File: config.mk
export PLATFORM = sky130hd
export DESIGN_NAME = dmem_arbiter_flat
export DESIGN_NICKNAME = d
export VERILOG_FILES = /design/src/rtl/dmem_arbiter_pkg.sv /design/src/rtl/dmem_arbiter_if.sv /design/src/rtl/dmem_arbiter_watchdog.sv /design/src/rtl/dmem_arbiter.sv /design/src/flat_wrapper.sv
export SDC_FILE = /design/constraint.sdc
export NUM_CORES = 1
export LEC_CHECK = 0
export BUFFER_PORTS_ARGS = -buffer_cell sky130_fd_sc_hd__buf_2
export CORE_AREA = 2 2 117 119
export CTS_CLUSTER_DIAMETER = 40
export CTS_CLUSTER_SIZE = 30
export DETAILED_ROUTE_END_ITERATION = 6
export DIE_AREA = 0 0 119 121
export PLACE_DENSITY = 0.81
export SETUP_SLACK_MARGIN = 0.5
export SKIP_CTS_REPAIR_TIMING = 1
export SLEW_MARGIN = 30
export SYNTH_ARGS = -nofsm -noshare
export SYNTH_HDL_FRONTEND = slang
export SYNTH_HIERARCHICAL = 1
export SYNTH_SLANG_ARGS = --single-unit
File: constraint.sdc
create_clock -name clk -period 3.16 [get_ports clk]
set_clock_uncertainty 0.2 [all_clocks]
set_input_delay 0.632 -clock clk [delete_from_list [all_inputs] [get_ports clk]]
set_output_delay 0.632 -clock clk [all_outputs]
set_load 0.005 [all_outputs]
File: src/rtl/dmem_arbiter_pkg.sv
// Shared types and constants for the data-memory arbiter.
package dmem_arb_pkg;

  typedef enum logic [2:0] {
    IDLE     = 3'd0,
    ACC_CPU  = 3'd1,
    ACC_DMA  = 3'd2,
    RESP_CPU = 3'd3,
    RESP_DMA = 3'd4
  } state_e;

  localparam int unsigned STARVE_W   = 4;
  localparam logic [31:0] ABORT_DATA = 32'hDEADBEEF;

endpackage

File: src/rtl/dmem_arbiter_if.sv
// CPU, DMA and memory-side signals of the arbiter; slave = arbiter, master = environment.
interface dmem_arbiter_if #(
  parameter int unsigned DATA_WIDTH = 32,
  parameter int unsigned ADDR_WIDTH = 32
);
  logic                  cpu_ce;
  logic                  cpu_we;
  logic [ADDR_WIDTH-1:0] cpu_addr;
  logic [DATA_WIDTH-1:0] cpu_wdata;
  logic [DATA_WIDTH-1:0] cpu_rdata;
  logic                  cpu_stall;
  logic                  dma_req;
  logic                  dma_we;
  logic [ADDR_WIDTH-1:0] dma_addr;
  logic [DATA_WIDTH-1:0] dma_wdata;
  logic [DATA_WIDTH-1:0] dma_rdata;
  logic                  dma_done;
  logic                  mem_ce;
  logic                  mem_we;
  logic [ADDR_WIDTH-1:0] mem_addr;
  logic [DATA_WIDTH-1:0] mem_wdata;
  logic [DATA_WIDTH-1:0] mem_rdata;
  logic                  mem_ready;
  logic                  bus_err;

  modport slave (
    input  cpu_ce, cpu_we, cpu_addr, cpu_wdata,
    input  dma_req, dma_we, dma_addr, dma_wdata,
    input  mem_rdata, mem_ready,
    output cpu_rdata, cpu_stall, dma_rdata, dma_done,
    output mem_ce, mem_we, mem_addr, mem_wdata, bus_err
  );

  modport master (
    output cpu_ce, cpu_we, cpu_addr, cpu_wdata,
    output dma_req, dma_we, dma_addr, dma_wdata,
    output mem_rdata, mem_ready,
    input  cpu_rdata, cpu_stall, dma_rdata, dma_done,
    input  mem_ce, mem_we, mem_addr, mem_wdata, bus_err
  );
endinterface

File: src/rtl/dmem_arbiter_watchdog.sv
// Access watchdog: counts cycles while start_i is high, expires on the last allowed cycle.
module dmem_watchdog #(
  parameter int unsigned TIMEOUT_CYCLES = 64
) (
  input  logic clk_i,
  input  logic rst_ni,
  input  logic clear_i,
  input  logic start_i,
  output logic expire_o
);
  localparam int unsigned CW = $clog2(TIMEOUT_CYCLES + 1);

  logic [CW-1:0] cnt_q, cnt_d;

  always_comb begin
    cnt_d = cnt_q;
    if (clear_i) begin
      cnt_d = '0;
    end else if (start_i && (cnt_q != CW'(TIMEOUT_CYCLES))) begin
      cnt_d = cnt_q + 1'b1;
    end
  end

  always_ff @(posedge clk_i or negedge rst_ni) begin
    if (!rst_ni) cnt_q <= '0;
    else         cnt_q <= cnt_d;
  end

  // cnt_q holds cycles already spent, so TIMEOUT_CYCLES-1 marks the final one
  assign expire_o = start_i && !clear_i && (cnt_q == CW'(TIMEOUT_CYCLES - 1));

endmodule

File: src/rtl/dmem_arbiter.sv
// Data-memory arbiter between CPU MEM stage and a DMA master.
// Optional access watchdog enabled with `define DMEM_TIMEOUT_EN.
module dmem_arbiter
  import dmem_arb_pkg::*;
#(
  parameter int unsigned DATA_WIDTH     = 32,
  parameter int unsigned ADDR_WIDTH     = 32,
  parameter int unsigned STARVE_MAX     = 4,
  parameter int unsigned TIMEOUT_CYCLES = 64
) (
  input  logic           clk,
  input  logic           rst,
  dmem_arbiter_if.slave  bus
);

  state_e                state_q;
  logic [STARVE_W-1:0]   starve_q;
  logic                  mem_ce_q;
  logic                  we_q;
  logic [ADDR_WIDTH-1:0] addr_q;
  logic [DATA_WIDTH-1:0] wdata_q;
  logic [DATA_WIDTH-1:0] rdata_q;
  logic                  dma_done_q;
  logic                  bus_err_q;
  logic                  expire;
  logic                  in_acc;
  logic                  dma_forced;

  assign in_acc     = (state_q == ACC_CPU) || (state_q == ACC_DMA);
  assign dma_forced = bus.dma_req && (starve_q == STARVE_W'(STARVE_MAX));

`ifdef DMEM_TIMEOUT_EN
  dmem_watchdog #(
    .TIMEOUT_CYCLES (TIMEOUT_CYCLES)
  ) u_watchdog (
    .clk_i    (clk),
    .rst_ni   (rst),
    .clear_i  (!in_acc),
    .start_i  (in_acc),
    .expire_o (expire)
  );
`else
  logic [31:0] unused_timeout;
  assign unused_timeout = 32'(TIMEOUT_CYCLES);
  assign expire         = 1'b0;
`endif

  always_ff @(posedge clk or negedge rst) begin
    if (!rst) begin
      state_q    <= IDLE;
      starve_q   <= '0;
      mem_ce_q   <= 1'b0;
      we_q       <= 1'b0;
      addr_q     <= '0;
      wdata_q    <= '0;
      rdata_q    <= '0;
      dma_done_q <= 1'b0;
      bus_err_q  <= 1'b0;
    end else begin
      dma_done_q <= 1'b0;
      bus_err_q  <= 1'b0;
      unique case (state_q)
        IDLE: begin
          if (bus.cpu_ce && !dma_forced) begin
            we_q     <= bus.cpu_we;
            addr_q   <= bus.cpu_addr;
            wdata_q  <= bus.cpu_wdata;
            mem_ce_q <= 1'b1;
            state_q  <= ACC_CPU;
            if (bus.dma_req && (starve_q != STARVE_W'(STARVE_MAX))) starve_q <= starve_q + 1'b1;
          end else if (bus.dma_req) begin
            we_q     <= bus.dma_we;
            addr_q   <= bus.dma_addr;
            wdata_q  <= bus.dma_wdata;
            mem_ce_q <= 1'b1;
            starve_q <= '0;
            state_q  <= ACC_DMA;
          end
        end
        ACC_CPU, ACC_DMA: begin
          // mem_ready takes priority over an expiry in the same cycle
          if (bus.mem_ready || expire) begin
            mem_ce_q <= 1'b0;
            if (bus.mem_ready) begin
              if (!we_q) rdata_q <= bus.mem_rdata;
            end else begin
              rdata_q   <= DATA_WIDTH'(ABORT_DATA);
              bus_err_q <= 1'b1;
            end
            if (state_q == ACC_CPU) begin
              state_q <= RESP_CPU;
            end else begin
              state_q    <= RESP_DMA;
              dma_done_q <= 1'b1;
            end
          end
        end
        RESP_CPU, RESP_DMA: state_q <= IDLE;
        default:            state_q <= IDLE;
      endcase
    end
  end

  assign bus.cpu_stall = bus.cpu_ce && (state_q != RESP_CPU);
  assign bus.cpu_rdata = (state_q == RESP_CPU) ? rdata_q : '0;
  assign bus.dma_rdata = (state_q == RESP_DMA) ? rdata_q : '0;
  assign bus.dma_done  = dma_done_q;
  assign bus.mem_ce    = mem_ce_q;
  assign bus.mem_we    = we_q && mem_ce_q;
  assign bus.mem_addr  = addr_q;
  assign bus.mem_wdata = wdata_q;
  assign bus.bus_err   = bus_err_q;

endmodule

File: src/flat_wrapper.sv
// flat-port wrapper written by rule: the top's interface ports become plain ports
module dmem_arbiter_flat import dmem_arb_pkg::*;
#(
  parameter int unsigned DATA_WIDTH     = 32,
  parameter int unsigned ADDR_WIDTH     = 32,
  parameter int unsigned STARVE_MAX     = 4,
  parameter int unsigned TIMEOUT_CYCLES = 64
)
  (clk, rst, bus_cpu_ce, bus_cpu_we, bus_cpu_addr, bus_cpu_wdata, bus_dma_req, bus_dma_we, bus_dma_addr, bus_dma_wdata, bus_mem_rdata, bus_mem_ready, bus_cpu_rdata, bus_cpu_stall, bus_dma_rdata, bus_dma_done, bus_mem_ce, bus_mem_we, bus_mem_addr, bus_mem_wdata, bus_bus_err);
  dmem_arbiter_if #(.DATA_WIDTH(DATA_WIDTH), .ADDR_WIDTH(ADDR_WIDTH)) bus_i ();
  input  logic clk;
  input  logic rst;
  input wire logic [$bits(bus_i.cpu_ce)-1:0] bus_cpu_ce;
  input wire logic [$bits(bus_i.cpu_we)-1:0] bus_cpu_we;
  input wire logic [$bits(bus_i.cpu_addr)-1:0] bus_cpu_addr;
  input wire logic [$bits(bus_i.cpu_wdata)-1:0] bus_cpu_wdata;
  input wire logic [$bits(bus_i.dma_req)-1:0] bus_dma_req;
  input wire logic [$bits(bus_i.dma_we)-1:0] bus_dma_we;
  input wire logic [$bits(bus_i.dma_addr)-1:0] bus_dma_addr;
  input wire logic [$bits(bus_i.dma_wdata)-1:0] bus_dma_wdata;
  input wire logic [$bits(bus_i.mem_rdata)-1:0] bus_mem_rdata;
  input wire logic [$bits(bus_i.mem_ready)-1:0] bus_mem_ready;
  output wire logic [$bits(bus_i.cpu_rdata)-1:0] bus_cpu_rdata;
  output wire logic [$bits(bus_i.cpu_stall)-1:0] bus_cpu_stall;
  output wire logic [$bits(bus_i.dma_rdata)-1:0] bus_dma_rdata;
  output wire logic [$bits(bus_i.dma_done)-1:0] bus_dma_done;
  output wire logic [$bits(bus_i.mem_ce)-1:0] bus_mem_ce;
  output wire logic [$bits(bus_i.mem_we)-1:0] bus_mem_we;
  output wire logic [$bits(bus_i.mem_addr)-1:0] bus_mem_addr;
  output wire logic [$bits(bus_i.mem_wdata)-1:0] bus_mem_wdata;
  output wire logic [$bits(bus_i.bus_err)-1:0] bus_bus_err;
  assign bus_i.cpu_ce = bus_cpu_ce;
  assign bus_i.cpu_we = bus_cpu_we;
  assign bus_i.cpu_addr = bus_cpu_addr;
  assign bus_i.cpu_wdata = bus_cpu_wdata;
  assign bus_i.dma_req = bus_dma_req;
  assign bus_i.dma_we = bus_dma_we;
  assign bus_i.dma_addr = bus_dma_addr;
  assign bus_i.dma_wdata = bus_dma_wdata;
  assign bus_i.mem_rdata = bus_mem_rdata;
  assign bus_i.mem_ready = bus_mem_ready;
  assign bus_cpu_rdata = bus_i.cpu_rdata;
  assign bus_cpu_stall = bus_i.cpu_stall;
  assign bus_dma_rdata = bus_i.dma_rdata;
  assign bus_dma_done = bus_i.dma_done;
  assign bus_mem_ce = bus_i.mem_ce;
  assign bus_mem_we = bus_i.mem_we;
  assign bus_mem_addr = bus_i.mem_addr;
  assign bus_mem_wdata = bus_i.mem_wdata;
  assign bus_bus_err = bus_i.bus_err;
  dmem_arbiter #(.DATA_WIDTH(DATA_WIDTH), .ADDR_WIDTH(ADDR_WIDTH), .STARVE_MAX(STARVE_MAX), .TIMEOUT_CYCLES(TIMEOUT_CYCLES)) u_core (.clk(clk), .rst(rst), .bus(bus_i));
endmodule
-- After elaboration in Yosys (flattened, before gate mapping)
Cells that the tools add are included.
- bits in writable memories: 0
- input bits: 167
- memories kept: 0
- output and inout bits: 133
- latch bits: 0
- logic and storage cells: 58
- ROM bits: 0
- bits in registers: 106
- bitwise logic cells: 1
- reduce and logical (&&, ||, !) cells: 15
- divide/modulo/power cells: 0
- magnitude comparators: 0
- mux-type cells: 23
- eq/ne operators: 10
- multipliers: 0
- shift operators: 0
- $add $sub $neg: 1
- operator list (kind ; number):
    32-bit two-way mux ; 6
    3-bit two-way mux ; 4
    4-bit two-way mux ; 3
    3-bit AND reduction ; 3
    1-bit two-way mux ; 8
    3-bit by 2-bit equality test with 1-bit output, second input constant ; 2
    3-bit by 2-bit inequality test with 1-bit output, second input constant ; 2
    3-bit one-hot mux with 2 select lines ; 1
    1-bit logical AND ; 5
    4-bit by 1-bit adder with 4-bit output, second input constant ; 1
    4-bit by 3-bit equality test with 1-bit output, second input constant ; 1
    2-bit inequality test, second input constant ; 2
    4-bit by 3-bit inequality test with 1-bit output, second input constant ; 1
    2-bit AND reduction ; 2
    2-bit nonzero test ; 2
    3-bit by 1-bit equality test with 1-bit output, second input constant ; 1
    3-bit equality test, second input constant ; 1
    3-bit zero test ; 1
    1-bit one-hot mux with 2 select lines ; 1
    2-bit OR reduction ; 1
    1-bit zero test ; 1
    1-bit NOT ; 1

-- Logic depth before layout (Yosys ltp)
- word-level depth: 6
- mapped depth: 7
- depth with buffers taken out: 5

-- Worst setup path before layout
OpenSTA, ideal clock, no wires.
- path kind: input -> output
- start: input bus_cpu_ce
- end: output bus_cpu_stall
- data required time: 2.328 ns
- setup slack: 0.945 ns
- arrival time: 1.383 ns
- stages: 5
- buffers on the path: 3
- cells stage by stage: buf_2 inv_2 clkbuf_1 clkbuf_1 nor2_1
- longest elaborated chain between the ends: 1
- ends and longest elaborated chain (element ; line ; text):
    start, declared ; flat_wrapper.sv:13 ; input wire logic [$bits(bus_i.cpu_ce)-1:0] bus_cpu_ce;
    1-bit logical AND ; dmem_arbiter.sv:104 ; assign bus.cpu_stall = bus.cpu_ce && (state_q != RESP_CPU);
    end, declared ; flat_wrapper.sv:24 ; output wire logic [$bits(bus_i.cpu_stall)-1:0] bus_cpu_stall;
No other way between the ends.

-- Worst setup path in the final report
- start: register u_core.state_q[1]
- end: output bus_dma_rdata[10]
- longest elaborated chain between the ends: 2
- ends and longest elaborated chain (element ; line ; text):
    start, declared ; dmem_arbiter.sv:16 ; state_e state_q;
    start signal, assigned ; dmem_arbiter.sv:50 ; state_q <= IDLE;
    start signal, assigned ; dmem_arbiter.sv:69 ; state_q <= ACC_CPU;
    start signal, assigned ; dmem_arbiter.sv:77 ; state_q <= ACC_DMA;
    3-bit equality test ; dmem_arbiter.sv:106 ; assign bus.dma_rdata = (state_q == RESP_DMA) ? rdata_q : '0;
    32-bit two-way mux ; dmem_arbiter.sv:106 ;
    end, declared ; flat_wrapper.sv:25 ; output wire logic [$bits(bus_i.dma_rdata)-1:0] bus_dma_rdata;
No other way between the ends.

==> flow_metrics.env <==
export IMPL_synth_top_area_frac=0.438
export IMPL_min_period_ns=2.48
export IMPL_worst_slew_pin_slew_ns=0.850
export IMPL_timing_fmax_mhz=403
export IMPL_ys_top_cells_by_count="dfrtp_1 (106), and2_1 (65), o21ai_0 (61)"
export IMPL_critPathLaunch="u_core/state_q[1]$_DFFE_PN0P_"
export IMPL_htreeDepth=3
export IMPL_fin_util=0.600
export IMPL_final_cell_area_sq_mm=0.00785
export IMPL_critPathMaxFanout=32
export IMPL_final_max_slew_viol_count=0
export IMPL_antenna_cells=0
export IMPL_drt_iter0_drc=264
export IMPL_p_int_w=0.00442
export IMPL_nFillCells=1104
export IMPL_status="complete, no violations"
export IMPL_swShare=0.359
export IMPL_synthTopCellsByArea="dfrtp_1 (44%), a2bb2oi_2 (9.9%), a311oi_2 (9.9%), and2_1 (6.7%), mux2_2 (5.6%)"
export IMPL_place_area_sq_mm=0.00757
export IMPL_globalRouteOverflowTotal=0
export IMPL_viasPerCell=5.56
export IMPL_firstDrtPassIters=4
export IMPL_setup_violations=0
export IMPL_cts_buffers=9
export IMPL_synth_yosys_seq_area_share=0.438
export IMPL_worstPathRequired_ns=2.33
export IMPL_finalHoldViolations=0
export IMPL_arrival_ns=1.65
export IMPL_power_frac_seq=0.368
export IMPL_synthCells=505
export IMPL_rr_startpoint="u_core/state_q[1]$_DFFE_PN0P_"
export IMPL_antenna_found_initial=0
export IMPL_grt_pass1_vias=5147
export IMPL_synth_nets=674
export IMPL_p_comb_frac=0.477
export IMPL_min_path_type="primary input to asynchronous set/reset pin"
export IMPL_synth_edf_count=0
export IMPL_r2r_cells=4
export IMPL_ir_drop_mv=0.474
export IMPL_fin_setup_tns_ns=0
export IMPL_synth_top_cell_by_area="dfrtp_1"
export IMPL_synth_area_sq_mm=0.00606
export IMPL_synth_warnings=6
export IMPL_p_clk_frac=0.155
export IMPL_critPathKind="flip-flop to output pin"
export IMPL_layout_area_overhead_vs_synth_pct=29.5
export IMPL_grt_pass1_wl_microns=27000
export IMPL_num_nets_final=937
export IMPL_ant_nets=0
export IMPL_worst_setup_path_end_kind="output pin"
export IMPL_ys_async_sr_fraction=1.00
export IMPL_multi_input_area_sq_mm=0.00303
export IMPL_rsz0062_at_grt="no"
export IMPL_setup_worst_path_end="bus_dma_rdata[10]"
export IMPL_worst_slack_ns=0.679
export IMPL_ys_ff_latch=106
export IMPL_grt_use_total=0.235
export IMPL_avgSynthCellArea_sq_um=12.0
export IMPL_clockBufferDepth=2
export IMPL_fp_dieH_microns=121
export IMPL_die_area_sq_mm=0.0144
export IMPL_clock_sinks=106
export IMPL_dp_slack_ns=0.841
export IMPL_fp_row_count=42
export IMPL_drive_above_1_share=0.582
export IMPL_dp_hpwl_microns=11900
export IMPL_gp_congestion=0.801
export IMPL_powerDensity_mw_per_mm2=878
export IMPL_synth_cell_types=42
export IMPL_r2r_slack_ns=0.85
export IMPL_wl_per_cell_microns=18.0
export IMPL_regArea_sq_mm=0.00265
export IMPL_tritoncts="yes"
export IMPL_switchingPower_w=0.00248
export IMPL_drc=0
export IMPL_rr_endpoint="u_core/bus.mem_ce$_DFFE_PN0P_"
export IMPL_power_w=0.00690
export IMPL_coreArea_sq_mm=0.0131
export IMPL_grt_max_degree=61
export IMPL_vias=5281
export IMPL_yosysMostFrequentCell="dfrtp_1"
export IMPL_die_w_microns=119
export IMPL_wirelength_microns=17000
export IMPL_slew_headroom=0.426
export IMPL_synth_ff_type="dfrtp_1"
export IMPL_clk_pin_slew_worst_paths_ns=0.07
export IMPL_worstSetupStartpointType="flip-flop"
export IMPL_cap_violations=0
export IMPL_ios=300
export IMPL_insertion_delay_ns=0.34
export IMPL_p_leak_nw=3.57
export IMPL_start_util=0.463
export IMPL_clk_root_buffer_cell="clkbuf_16"
export IMPL_finalCritPeriodShare=0.785
export IMPL_port_buffers=298
[kinds of logic (layout without fill, tap and decap cells)]
kind of cell    Yosys count  after routing  synth area share
mux                      32             32            0.0595
other cells               1              1          0.000619
flops                   106            106             0.438
compound gates          205            205             0.336
buf+inv                  68            336            0.0650
fa+ha+maj                 2              2           0.00413
simple gates             90             90            0.0960
xor+xnor                  1              1           0.00145
[critical path, cell delays in order (launching register included)]
cell and delay, ns:
dfrtp_1 0.50, nor3b_2 0.23, buf_4 0.28, and2_1 0.18, buf_2 0.11
[cell type report]
| type | instances | area share |
|---|---|---|
| multi-input combinational | 331 | 0.386 |
| sequential | 106 | 0.338 |
| timing repair buffer | 315 | 0.210 |
| clock buffer | 11 | 0.0309 |
| tap | 176 | 0.0280 |
| clock inverter | 5 | 0.00494 |
| inverter | 5 | 0.00239 |
[per-layer routing]
layer / global-route usage / vias up / part of all wire
li1: - / 2454 / -
met1: 0.301 / 2553 / 0.40
met2: 0.397 / 242 / 0.50
met3: 0.0446 / 32 / 0.069
met4: 0.0863 / 0 / 0.027
met5: 0 / - / 0
[worst min-delay path by stage]
stage | slack, ns | cells after the start | end | from
6_report | 0.07 | 1 | u_core/rdata_q[6]$_DFFE_PN0P_ | rst
5_1_grt | 0.11 | 1 | u_core/rdata_q[6]$_DFFE_PN0P_ | rst
4_1_cts | 0.09 | 1 | u_core/rdata_q[6]$_DFFE_PN0P_ | rst
3_5_place_dp | 0.29 | 1 | u_core/rdata_q[30]$_DFFE_PN0P_ | u_core/rdata_q[30]$_DFFE_PN0P_
3_3_place_gp | 0.28 | 1 | u_core/rdata_q[5]$_DFFE_PN0P_ | u_core/rdata_q[5]$_DFFE_PN0P_
2_1_floorplan | 0.14 | 0 | u_core/bus.dma_done$_DFF_PN0_ | rst
[cell usage in the layout (no fill, tap or decap), types with 2 or more instances in the layout]
| cell type | instances |
|---|---|
| ha_1 | 2 |
| a311oi_1 | 25 |
| a2bb2oi_2 | 40 |
| nor4b_1 | 3 |
| clkinv_4 | 2 |
| a2bb2oi_1 | 25 |
| a21oi_1 | 3 |
| nor2_4 | 2 |
| mux2_1 | 2 |
| dfrtp_1 | 105 |
| nand2_1 | 7 |
| buf_4 | 17 |
| buf_2 | 296 |
| o21ai_1 | 5 |
| and2_1 | 65 |
| inv_1 | 4 |
| mux2_2 | 30 |
| buf_12 | 2 |
| a311oi_2 | 40 |
| o21ai_0 | 61 |
| nand4_1 | 2 |
| clkbuf_16 | 9 |
| nor2_1 | 2 |
[power by group through the flow]
| stage | registers (W) | clock network (W) | logic, W |
|---|---|---|---|
| floorplan | 0.00248 | 0 | 0.00242 |
| global placement | 0.00254 | 0 | 0.00324 |
| detailed placement | 0.00255 | 0 | 0.00334 |
| CTS | 0.00254 | 0.00110 | 0.00332 |
| global route | 0.00264 | 0.00117 | 0.00357 |
| finish | 0.00254 | 0.00107 | 0.00329 |
[per-stage QoR]
step                      cells  hold slack, ns
after detailed placement    933           0.292
after global placement      933           0.278
after global routing        949           0.110
after CTS                   949          0.0904
final                       949          0.0688
after floorplan             505           0.136
[registers in the layout, indices dropped and copies added (netlist names)]
register              count
u_core/bus.mem_addr      32
u_core/we_q               1
u_core/state_q            3
u_core/bus.mem_ce         1
u_core/bus.dma_done       1
u_core/bus.mem_wdata     32
u_core/starve_q           4
u_core/rdata_q           32
Note: power is estimated with default switching activity, not from simulation.
